$ cat src/rtl/seq_divider16.sv
// 32/16 unsigned restoring divider: one quotient bit per clock.
// Zero-divisor and quotient-overflow cases are detected up front and finish in two cycles.
module seq_divider16 (
  input  logic        clk,
  input  logic        rst_n,
  input  logic        start,
  input  logic [31:0] dividend,
  input  logic [15:0] divisor,
  output logic        busy,
  output logic        done,
  output logic [15:0] quotient,
  output logic [15:0] remainder,
  output logic        div_by_zero,
  output logic        overflow
);

  typedef enum logic [1:0] {IDLE, CHECK, RUN, DONE} state_t;

  state_t      state_q;
  logic [31:0] dvd_q;
  logic [15:0] dvs_q;
  logic [16:0] pr_q;
  logic [15:0] sr_q;
  logic [3:0]  cnt_q;
  logic [15:0] quot_q;
  logic [15:0] rem_q;
  logic        dbz_q;
  logic        ovf_q;

  logic [17:0] trial_d;
  logic        qbit_d;
  logic [16:0] pr_d;
  logic [15:0] sr_d;

  // One restoring step: shift {pr, sr} left, trial-subtract, keep on no borrow.
  always_comb begin
    trial_d = {pr_q, sr_q[15]} - {2'b00, dvs_q};
    qbit_d  = ~trial_d[17];
    pr_d    = qbit_d ? trial_d[16:0] : {pr_q[15:0], sr_q[15]};
    sr_d    = {sr_q[14:0], qbit_d};
  end

  always_ff @(posedge clk or negedge rst_n) begin
    if (!rst_n) begin
      state_q <= IDLE;
      dvd_q   <= '0;
      dvs_q   <= '0;
      pr_q    <= '0;
      sr_q    <= '0;
      cnt_q   <= '0;
      quot_q  <= '0;
      rem_q   <= '0;
      dbz_q   <= 1'b0;
      ovf_q   <= 1'b0;
    end else begin
      case (state_q)
        IDLE: begin
          if (start) begin
            dvd_q   <= dividend;
            dvs_q   <= divisor;
            state_q <= CHECK;
          end
        end
        CHECK: begin
          if (dvs_q == 16'd0) begin
            dbz_q   <= 1'b1;
            ovf_q   <= 1'b0;
            quot_q  <= '0;
            rem_q   <= '0;
            state_q <= DONE;
          end else if (dvd_q[31:16] >= dvs_q) begin
            dbz_q   <= 1'b0;
            ovf_q   <= 1'b1;
            quot_q  <= '0;
            rem_q   <= '0;
            state_q <= DONE;
          end else begin
            dbz_q   <= 1'b0;
            ovf_q   <= 1'b0;
            pr_q    <= {1'b0, dvd_q[31:16]};
            sr_q    <= dvd_q[15:0];
            cnt_q   <= '0;
            state_q <= RUN;
          end
        end
        RUN: begin
          pr_q  <= pr_d;
          sr_q  <= sr_d;
          cnt_q <= cnt_q + 4'd1;
          if (cnt_q == 4'd15) begin
            quot_q  <= sr_d;
            rem_q   <= pr_d[15:0];
            state_q <= DONE;
          end
        end
        default: state_q <= IDLE;
      endcase
    end
  end

  assign busy        = (state_q != IDLE);
  assign done        = (state_q == DONE);
  assign quotient    = quot_q;
  assign remainder   = rem_q;
  assign div_by_zero = dbz_q;
  assign overflow    = ovf_q;

endmodule

$ cat config.mk
export PLATFORM = sky130hd
export DESIGN_NAME = seq_divider16
export DESIGN_NICKNAME = d
export VERILOG_FILES = /design/src/rtl/seq_divider16.sv
export SDC_FILE = /design/constraint.sdc
export NUM_CORES = 1
export LEC_CHECK = 0
export ABC_AREA = 1
export CAP_MARGIN = 40
export CORE_MARGIN = 2
export CORE_UTILIZATION = 50
export DETAILED_ROUTE_END_ITERATION = 12
export HOLD_SLACK_MARGIN = 0.03
export PLACE_DENSITY = 0.84
export SETUP_SLACK_MARGIN = 0.05
export SYNTH_ARGS = -nofsm -noshare
export SYNTH_HDL_FRONTEND = slang
export SYNTH_SLANG_ARGS = --single-unit
$ cat constraint.sdc
create_clock -name clk -period 2.55 [get_ports clk]
set_input_delay 0.51 -clock clk [delete_from_list [all_inputs] [get_ports clk]]
set_output_delay 0.51 -clock clk [all_outputs]
set_load 0.005 [all_outputs]
# Yosys cells after proc, flatten, opt, wreduce, memory -nomap -nowiden
# Index checks and enable logic that the tools add are counted.
# word_totals
register_bits	121
in_bits	51
output_inout_bits	36
word_cells	55
# op_classes
addsub	2
order_cmp	1
n_eq_ne	9
muxes	24
bitwise	1
reduce_logical	8
# op_table
cell	n
16-bit 2-to-1 mux	6
16-bit case mux with 2 select lines	3
17-bit 2-to-1 mux	3
17-bit case mux with 2 select lines	1
18-bit by 16-bit subtractor with 18-bit output	1
16-bit >= comparator	1
16-bit logical NOT	1
4-bit 2-to-1 mux	2
2-bit inequality test, second input constant	4
4-bit case mux with 2 select lines	1
2-bit case mux with 3 select lines	1
3-bit AND reduction	2
1-bit 2-to-1 mux	5
4-bit by 1-bit adder with 4-bit output, second input constant	1
2-bit equality test, second input constant	2
4-bit equality test, second input constant	1
2-bit 2-to-1 mux	2
2-bit AND reduction	2
2-bit nonzero test	2
3-bit inequality test, second input constant	1
2-bit by 1-bit equality test with 1-bit output, second input constant	1
2-bit logical NOT	1
1-bit NOT	1

# Depth between registers and ports, before layout
# Gate-level depths: netlist of the first run.
# depth
word_depth	4
mapped_depth	17
depth_no_buf	16

# Worst setup path after synthesis of the first run
# OpenSTA, ideal clock, no wires.
# synth_timing
kind	flip-flop to flip-flop
start	register dvs_q[7]
end	register pr_q[4]
setup_ns	0.077
arrival_time_ns	1.799
required_ns	2.473
slack_ns	0.674
path_stages_with_launch	15
path_buffers	1
synth_period_minus_slack_ns	1.876
cell_sequence	dfrtp_1 inv_1 ha_1 nand2_2 inv_2 a21oi_2 nand3_2 nand2_4 nand2_4 nand2_4 nand2_2 buf_6 nand2_2 nand3_2 a21oi_1
# synth_between
elab_chain_len	3
elab_cells_between_ends	8
classes_between	1 x add/sub; 1 x order compare; 2 x eq/ne; 2 x mux; 2 x reduce/logical
# synth_lines
item	line_no	rtl
start, declared	21	logic [15:0] dvs_q;
start signal, assigned	60	dvs_q <= divisor;
18-bit by 16-bit subtractor with 18-bit output (tied with other cells)	37	trial_d = {pr_q, sr_q[15]} - {2'b00, dvs_q};
17-bit 2-to-1 mux / 2-bit inequality test (equally long branches)	n/a	
17-bit case mux with 2 select lines / 3-bit AND reduction (equally long branches)	n/a	
end signal, assigned	80	pr_q <= {1'b0, dvd_q[31:16]};
end signal, assigned	87	pr_q <= pr_d;
end, declared	22	logic [16:0] pr_q;
# Several ways; a longest one is shown, not always the timed one.
# A chain may end at the register's enable or synchronous reset.

# Worst setup path in the final report of the first run
# layout_timing
start	register dvs_q[14]
end	register rem_q[0] (netlist: remainder[0])
# layout_between
elab_chain_len	4
elab_cells_between_ends	9
classes_between	1 x add/sub; 1 x order compare; 1 x eq/ne; 4 x mux; 2 x reduce/logical
# layout_lines
item	line_no	rtl
18-bit by 16-bit subtractor with 18-bit output	37	
17-bit 2-to-1 mux	39	pr_d = qbit_d ? trial_d[16:0] : {pr_q[15:0], sr_q[15]};
16-bit 2-to-1 mux	90	if (cnt_q == 4'd15) begin
16-bit case mux with 2 select lines	56	case (state_q)
end signal, assigned	92	rem_q <= pr_d[15:0];
end, declared	26	logic [15:0] rem_q;
# Several ways; a longest one is shown, not always the timed one. The select of a mux whose other input is x is not followed.

==> results.py, run 1 <==
metrics = {
    "critical_path": {
        "worstPathRequired_ns": 2.90,
        "critical_path_class": "register to register",
        "critPathMostFrequentCell": "nand2_4",
        "endpoint_kind": "register",
        "critPathSlowestCell": "dfrtp_1",
        "cp.arrival_ns": 2.74,
        "cp_max_fo": 12,
        "crit_chain": "inv_1 -> ha_1 -> a21oi_1 -> o21ai_0 -> a21oi_4 -> nand2_4 -> nand2_4 -> nand2_4 -> nand2_1 -> nand3_1 -> o21ai_1",
        "setup.worst_path.start_class": "register",
        "max_stage_delay_ns": 0.36,
    },
    "synth": {
        "netlist_top_cells_area": "dfrtp_1, nand2_1, ha_1, nor2_1, a21oi_1",
        "synthCells": 824,
        "ys_warn_count": 0,
        "synth.top_cells.by_count": "nand2_1, dfrtp_1, nor2_1",
        "synth.distinct_cells": 39,
        "yosys.area.top_type": "dfrtp_1",
        "synth_most_common_cell": "nand2_1",
        "synth_seq_cells": 121,
        "synth_top_area_share_pct": 44.9,
        "syn_nets": 914,
        "yosysSeqAreaShare_pct": 44.9,
        "synth_edf_count": 0,
        "synth_ff_type": "dfrtp_1",
        "synthesis.area_mm2": 0.00674,
        "avgSynthCellArea_um2": 8.18,
        "synthArstFlopShare_pct": 100,
    },
    "placement": {
        "place.gp.congestion": 0.924,
        "dpl.hpwl_mm": 12.4,
        "dp_cells": 1069,
        "port_buffers": 86,
        "dpl_cell_area_mm2": 0.00782,
    },
    "floorplanning": {
        "core_area_mm2": 0.0132,
        "die_w_um": 120,
        "die_h_um": 120,
        "rows": 42,
        "io_pins": 87,
        "die-area_mm2": 0.0144,
        "initial_utilization_pct": 51.1,
    },
    "detailed_routing": {
        "drc": 0,
        "vias_per_cell": 5.44,
        "post_drt_wl_per_cell_um": 16.1,
        "drt_wl_total_mm": 17.7,
        "num_vias": 5987,
        "drt-pass1-iter-count": 5,
        "drt_iter0_markers": 507,
        "ant_nets": 0,
    },
    "layout": {
        "syn_to_final_growth_pct": 24.8,
        "fin_nets": 1002,
        "regArea_mm2": 0.00303,
        "multi_input_area_mm2": 0.00325,
        "drive_above_1_share_pct": 11.7,
        "design_area_mm2": 0.00841,
        "fillers": 1017,
        "layoutNonFillerInstCount": 1101,
        "num_antenna_cells": 0,
        "fin_util_pct": 63.8,
    },
    "sta": {
        "fmax_mhz": 417,
        "maxSlewHeadroom_pct": 54.1,
        "timing.setup.tns_ns": 0,
        "rsz0062_at_grt": "yes",
        "maxSlewViolCount": 0,
        "period_share_pct": 94.0,
        "final_hold_viol_count": 0,
        "setup_viol": 0,
        "fin_crit_ns": 2.40,
        "skew_ns": 0.00893,
        "tightest_slew_ns": 0.686,
    },
    "clocking": {
        "ctsHoldBuffers": 0,
        "tritoncts.num_buffers": 17,
        "clockBufferDepth": 2,
        "root_buffer": "clkbuf_16",
        "cts.sinks": 121,
        "h-tree-depth": 4,
        "post_cts_buffers": 0,
        "cts_tree": "built",
        "cts_resized": 0,
        "path_clk_slew_ns": 0.06,
        "insertion_delay_ns": 0.43,
    },
    "grt": {
        "grt_first_pass_wirelength_mm": 29.2,
        "grtUsageTotal_pct": 25.9,
        "antenna_found_initial": 0,
        "grt_pass1_vias": 5892,
        "grt_max_degree": 65,
        "grt_remaining_overflow": 0,
    },
    "power": {
        "p_leak_nw": 4.05,
        "ir_worst_vdd_mv": 0.880,
        "powerDensity_mw_per_mm2": 1540,
    },
    "hold_path": {
        "hold_path_class": "primary input to async pin",
    },
    "run_status": {
        "status": "complete, no violations",
    },
    "job": {
        "maxCapViolations": 0,
    },
}
-- per-layer routing --
metal | global-route usage, % | wire length (um) | share of wire [%] | vias up
met5 | 0 | 0 | 0 | -
met4 | 12.6 | 695 | 3.9 | 0
met3 | 4.80 | 869 | 4.9 | 52
met2 | 41.3 | 8580 | 49 | 198
met1 | 33.9 | 7530 | 43 | 2874
li1 | - | - | - | 2863
-- kinds of logic (layout without fill, tap and decap cells) --
group	after synthesis	after routing	synth area share, %
AOI/OAI and AO/OA	147	147	11.8
and+or+nand+nor	376	376	25.1
adders and majority gates	39	39	7.35
muxes	16	16	2.67
xor gates and xnor gates	8	8	1.04
DFF	121	121	44.9
buffers and inverters	117	218	7.05
-- power breakdown --
group          total [W]  internal [W]  switching, W
Combinational    0.00734       0.00271       0.00463
Clock            0.00238       0.00138      0.000999
Sequential       0.00325       0.00273      0.000511
Total             0.0130       0.00682       0.00614
-- flip-flops by register name, indices dropped and copies added (netlist names) --
name and cells:
dvd_q 32, pr_q 17, dvs_q 16, quotient 16, remainder 16, sr_q 16, cnt_q 4, state_q 2
div_by_zero 1, overflow 1
-- per-stage QoR --
step / setup slack [ns] / power, W / hold WS (ns)
2_1_floorplan: 0.674 / 0.00840 / 0.214
3_3_place_gp: 0.196 / 0.0102 / 0.465
3_5_place_dp: 0.149 / 0.0103 / 0.472
4_1_cts: 0.100 / 0.0129 / 0.132
5_1_grt: 0.0260 / 0.0140 / 0.160
6_report: 0.153 / 0.0130 / 0.116
-- worst max-delay path, delay by kind of cell (launching register included) --
kind / cells / cell delay (ns)
AO/OA/AOI/OAI: 4 / 0.83
AND/OR/NAND/NOR: 5 / 0.62
flip-flops: 1 / 0.36
adder cells (fa/ha/maj): 1 / 0.33
buffers and inverters: 1 / 0.17
-- layout by cell type, fill, tap and decap left out, drive strengths merged --
cell type and count:
mux2 16, clkinvlp 3, a21o 1, bufinv 1, nand3 57, nor3 4, clkbuf 17, a31oi 1
clkinv 2, nand4 7, ha 38, fa 1, clkdlybuf4s50 85, nand3b 4, xnor2 7, o21ai 60
inv 96, dfrtp 121, and2 2, xor2 1, o21bai 1, a21oi 68, nor2 107, nand2 194
a21boi 15, or2 1, a22o 1, buf 14
-- worst paths after layout --
check                               from             to  slack, ns  cells after the start
setup / recovery               dvs_q[14]   remainder[0]       0.15                     11
hold / removal                     rst_n        sr_q[3]       0.12                      1
setup reg to reg               dvs_q[14]   remainder[0]       0.15                     11
hold reg to reg            remainder[15]  remainder[15]       0.49                      2
max in group asynchronous          rst_n      dvd_q[20]       1.76                      2
min in group clk           remainder[15]  remainder[15]       0.49                      2
-- area by class of cell --
type / instances / area share, %
Clock buffer: 17 / 5.06
Clock inverter: 15 / 1.83
Inverter: 87 / 3.88
Multi-Input combinational cell: 586 / 38.6
Sequential cell: 121 / 36.0
Tap cell: 176 / 2.62
Timing Repair Buffer: 99 / 12.0
No activity file was read; power rests on OpenSTA's default activity.
==> run 2: changes to the inputs <==
Settings changed: RECOVER_POWER from default to 50.
==> run 2 against run 1 <==
  * Routed wire length is essentially flat
  * First-iteration DRC count fell by 4.9%
  * Register-to-register slack improved by 0.02 ns
  * Design area down 0.42%
  * Critical path type unchanged
  * Largest cell class unchanged
==> results.py, run 2 (synthesis results as in run 1) <==
metrics = {
    "power": {
        "ir_worst_vdd_mv": 0.877,
        "powerDensity_mw_per_mm2": 1550,
        "p_sw_w": 0.00614,
        "p_leak_nw": 4.08,
        "power_frac_comb_pct": 56.6,
        "switching_share_pct": 47.4,
        "clkPwrFrac_pct": 18.4,
        "p_int_w": 0.00680,
        "seq_power_share_pct": 25.1,
    },
    "layout": {
        "layout_commonest_cell": "nand2_1",
        "num_antenna_cells": 0,
        "largest_register_ff_count": 32,
        "fin_nets": 1002,
        "fillers": 1023,
        "syn_to_final_growth_pct": 24.3,
        "fin_util_pct": 63.5,
        "regMostFlops": "dvd_q",
        "multi_input_area_mm2": 0.00324,
        "final_cell_mix": "nand2_1, dfrtp_1, nor2_1",
        "top_regs": "dvd_q: 32 flops, pr_q: 17 flops",
        "drive_above_1_share_pct": 11.6,
        "regArea_mm2": 0.00303,
    },
    "sta": {
        "period_share_pct": 93.4,
        "fin_crit_ns": 2.38,
        "timing.setup.tns_ns": 0,
        "skew_ns": 0.00861,
        "final_hold_viol_count": 0,
        "setup_viol": 0,
        "tightest_slew_ns": 1.25,
        "fmax_mhz": 420,
        "maxSlewHeadroom_pct": 16.9,
        "maxSlewViolCount": 0,
        "rsz0062_at_grt": "yes",
    },
    "detailed_routing": {
        "drc": 0,
        "num_vias": 6016,
        "ant_nets": 0,
        "vias_per_cell": 5.46,
        "drt_iter0_markers": 482,
        "drt_wl_total_mm": 17.7,
        "drt-pass1-iter-count": 6,
        "post_drt_wl_per_cell_um": 16.1,
    },
    "clocking": {
        "clockBufferDepth": 2,
        "insertion_delay_ns": 0.43,
        "post_cts_buffers": 0,
        "cts_tree": "built",
        "path_clk_slew_ns": 0.06,
        "tritoncts.num_buffers": 17,
        "cts.sinks": 121,
        "h-tree-depth": 4,
        "root_buffer": "clkbuf_16",
    },
    "floorplanning": {
        "initial_utilization_pct": 51.1,
        "die_w_um": 120,
        "rows": 42,
        "core_area_mm2": 0.0132,
        "die_h_um": 120,
        "die-area_mm2": 0.0144,
        "io_pins": 87,
    },
    "run_status": {
        "status": "complete, no violations",
    },
    "grt": {
        "grt_pass1_vias": 5892,
        "grt_max_degree": 65,
        "grt_remaining_overflow": 0,
        "grtUsageTotal_pct": 25.9,
        "antenna_found_initial": 0,
        "grt_first_pass_wirelength_mm": 29.2,
    },
    "critical_path": {
        "cp.arrival_ns": 2.73,
        "cp_max_fo": 12,
        "endpoint_kind": "register",
        "critical_path_class": "register to register",
        "worstPathRequired_ns": 2.90,
        "setup.worst_path.start_class": "register",
    },
    "job": {
        "maxCapViolations": 0,
    },
    "placement": {
        "port_buffers": 86,
        "place.gp.congestion": 0.924,
        "dpl.hpwl_mm": 12.4,
    },
    "hold_path": {
        "hold_path_class": "primary input to async pin",
    },
}
[run 2: worst paths after layout]
path,cells after the start,to,from,slack (ns)
max,11,remainder[0],dvs_q[14],0.17
min,1,sr_q[3],rst_n,0.33
max reg2reg,11,remainder[0],dvs_q[14],0.17
min reg2reg,2,remainder[15],remainder[15],0.48
max in group asynchronous,2,dvd_q[20],rst_n,0.50
min in group clk,2,remainder[15],remainder[15],0.48
[run 2: per-layer routing]
layer  GRT usage (%)  share of wire (%)  vias to the layer above
met5               0                  0                        -
met4            12.6                4.4                        0
met3            4.80                5.6                       65
met2            41.3                 48                      236
met1            33.9                 42                     2851
li1                -                  -                     2864
[run 2: metrics by stage]
stage               hold WS (ns)  area, um^2  std cells  worst slack, ns  total power, W
finish                     0.334        8380       1101            0.168          0.0129
global placement           0.465        7820       1069            0.196          0.0102
detailed placement         0.472        7820       1069            0.149          0.0103
floorplan                  0.214        6740        824            0.674         0.00840
global route               0.428        8380       1101           0.0260          0.0140
CTS                        0.132        8400       1101            0.100          0.0129
[run 2: final cells by class]
| class | count | share of cell area, % |
|---|---|---|
| Inverter | 87 | 3.90 |
| Clock inverter | 15 | 1.84 |
| Sequential cell | 121 | 36.2 |
| Clock buffer | 17 | 5.08 |
| Multi-Input combinational cell | 586 | 38.7 |
| Timing Repair Buffer | 99 | 11.7 |
| Tap cell | 176 | 2.63 |
[run 2: worst max-delay path: stages (launching register included)]
cell and delay, ns:
dfrtp_1 0.36, inv_1 0.17, ha_1 0.33, a21oi_1 0.22, o21ai_0 0.17, a21oi_4 0.24
nand2_4 0.09, nand2_4 0.14, nand2_4 0.16, nand2_1 0.10, nand3_1 0.14, o21ai_1 0.19
[run 2: repair_timing]
action | 4_1_cts | 5_1_grt
setup endpoints to repair | 0 | 29
endpoints found under the hold margin | 0 | 0
hold buffers | 0 | 0
gates resized for setup | 0 | 3
[run 2: power groups by stage]
| stage | logic [W] | registers, W | clock network [W] |
|---|---|---|---|
| global route | 0.00817 | 0.00332 | 0.00247 |
| floorplan | 0.00529 | 0.00311 | 0 |
| global placement | 0.00693 | 0.00323 | 0 |
| detailed placement | 0.00710 | 0.00324 | 0 |
| finish | 0.00732 | 0.00324 | 0.00238 |
| CTS | 0.00723 | 0.00323 | 0.00239 |
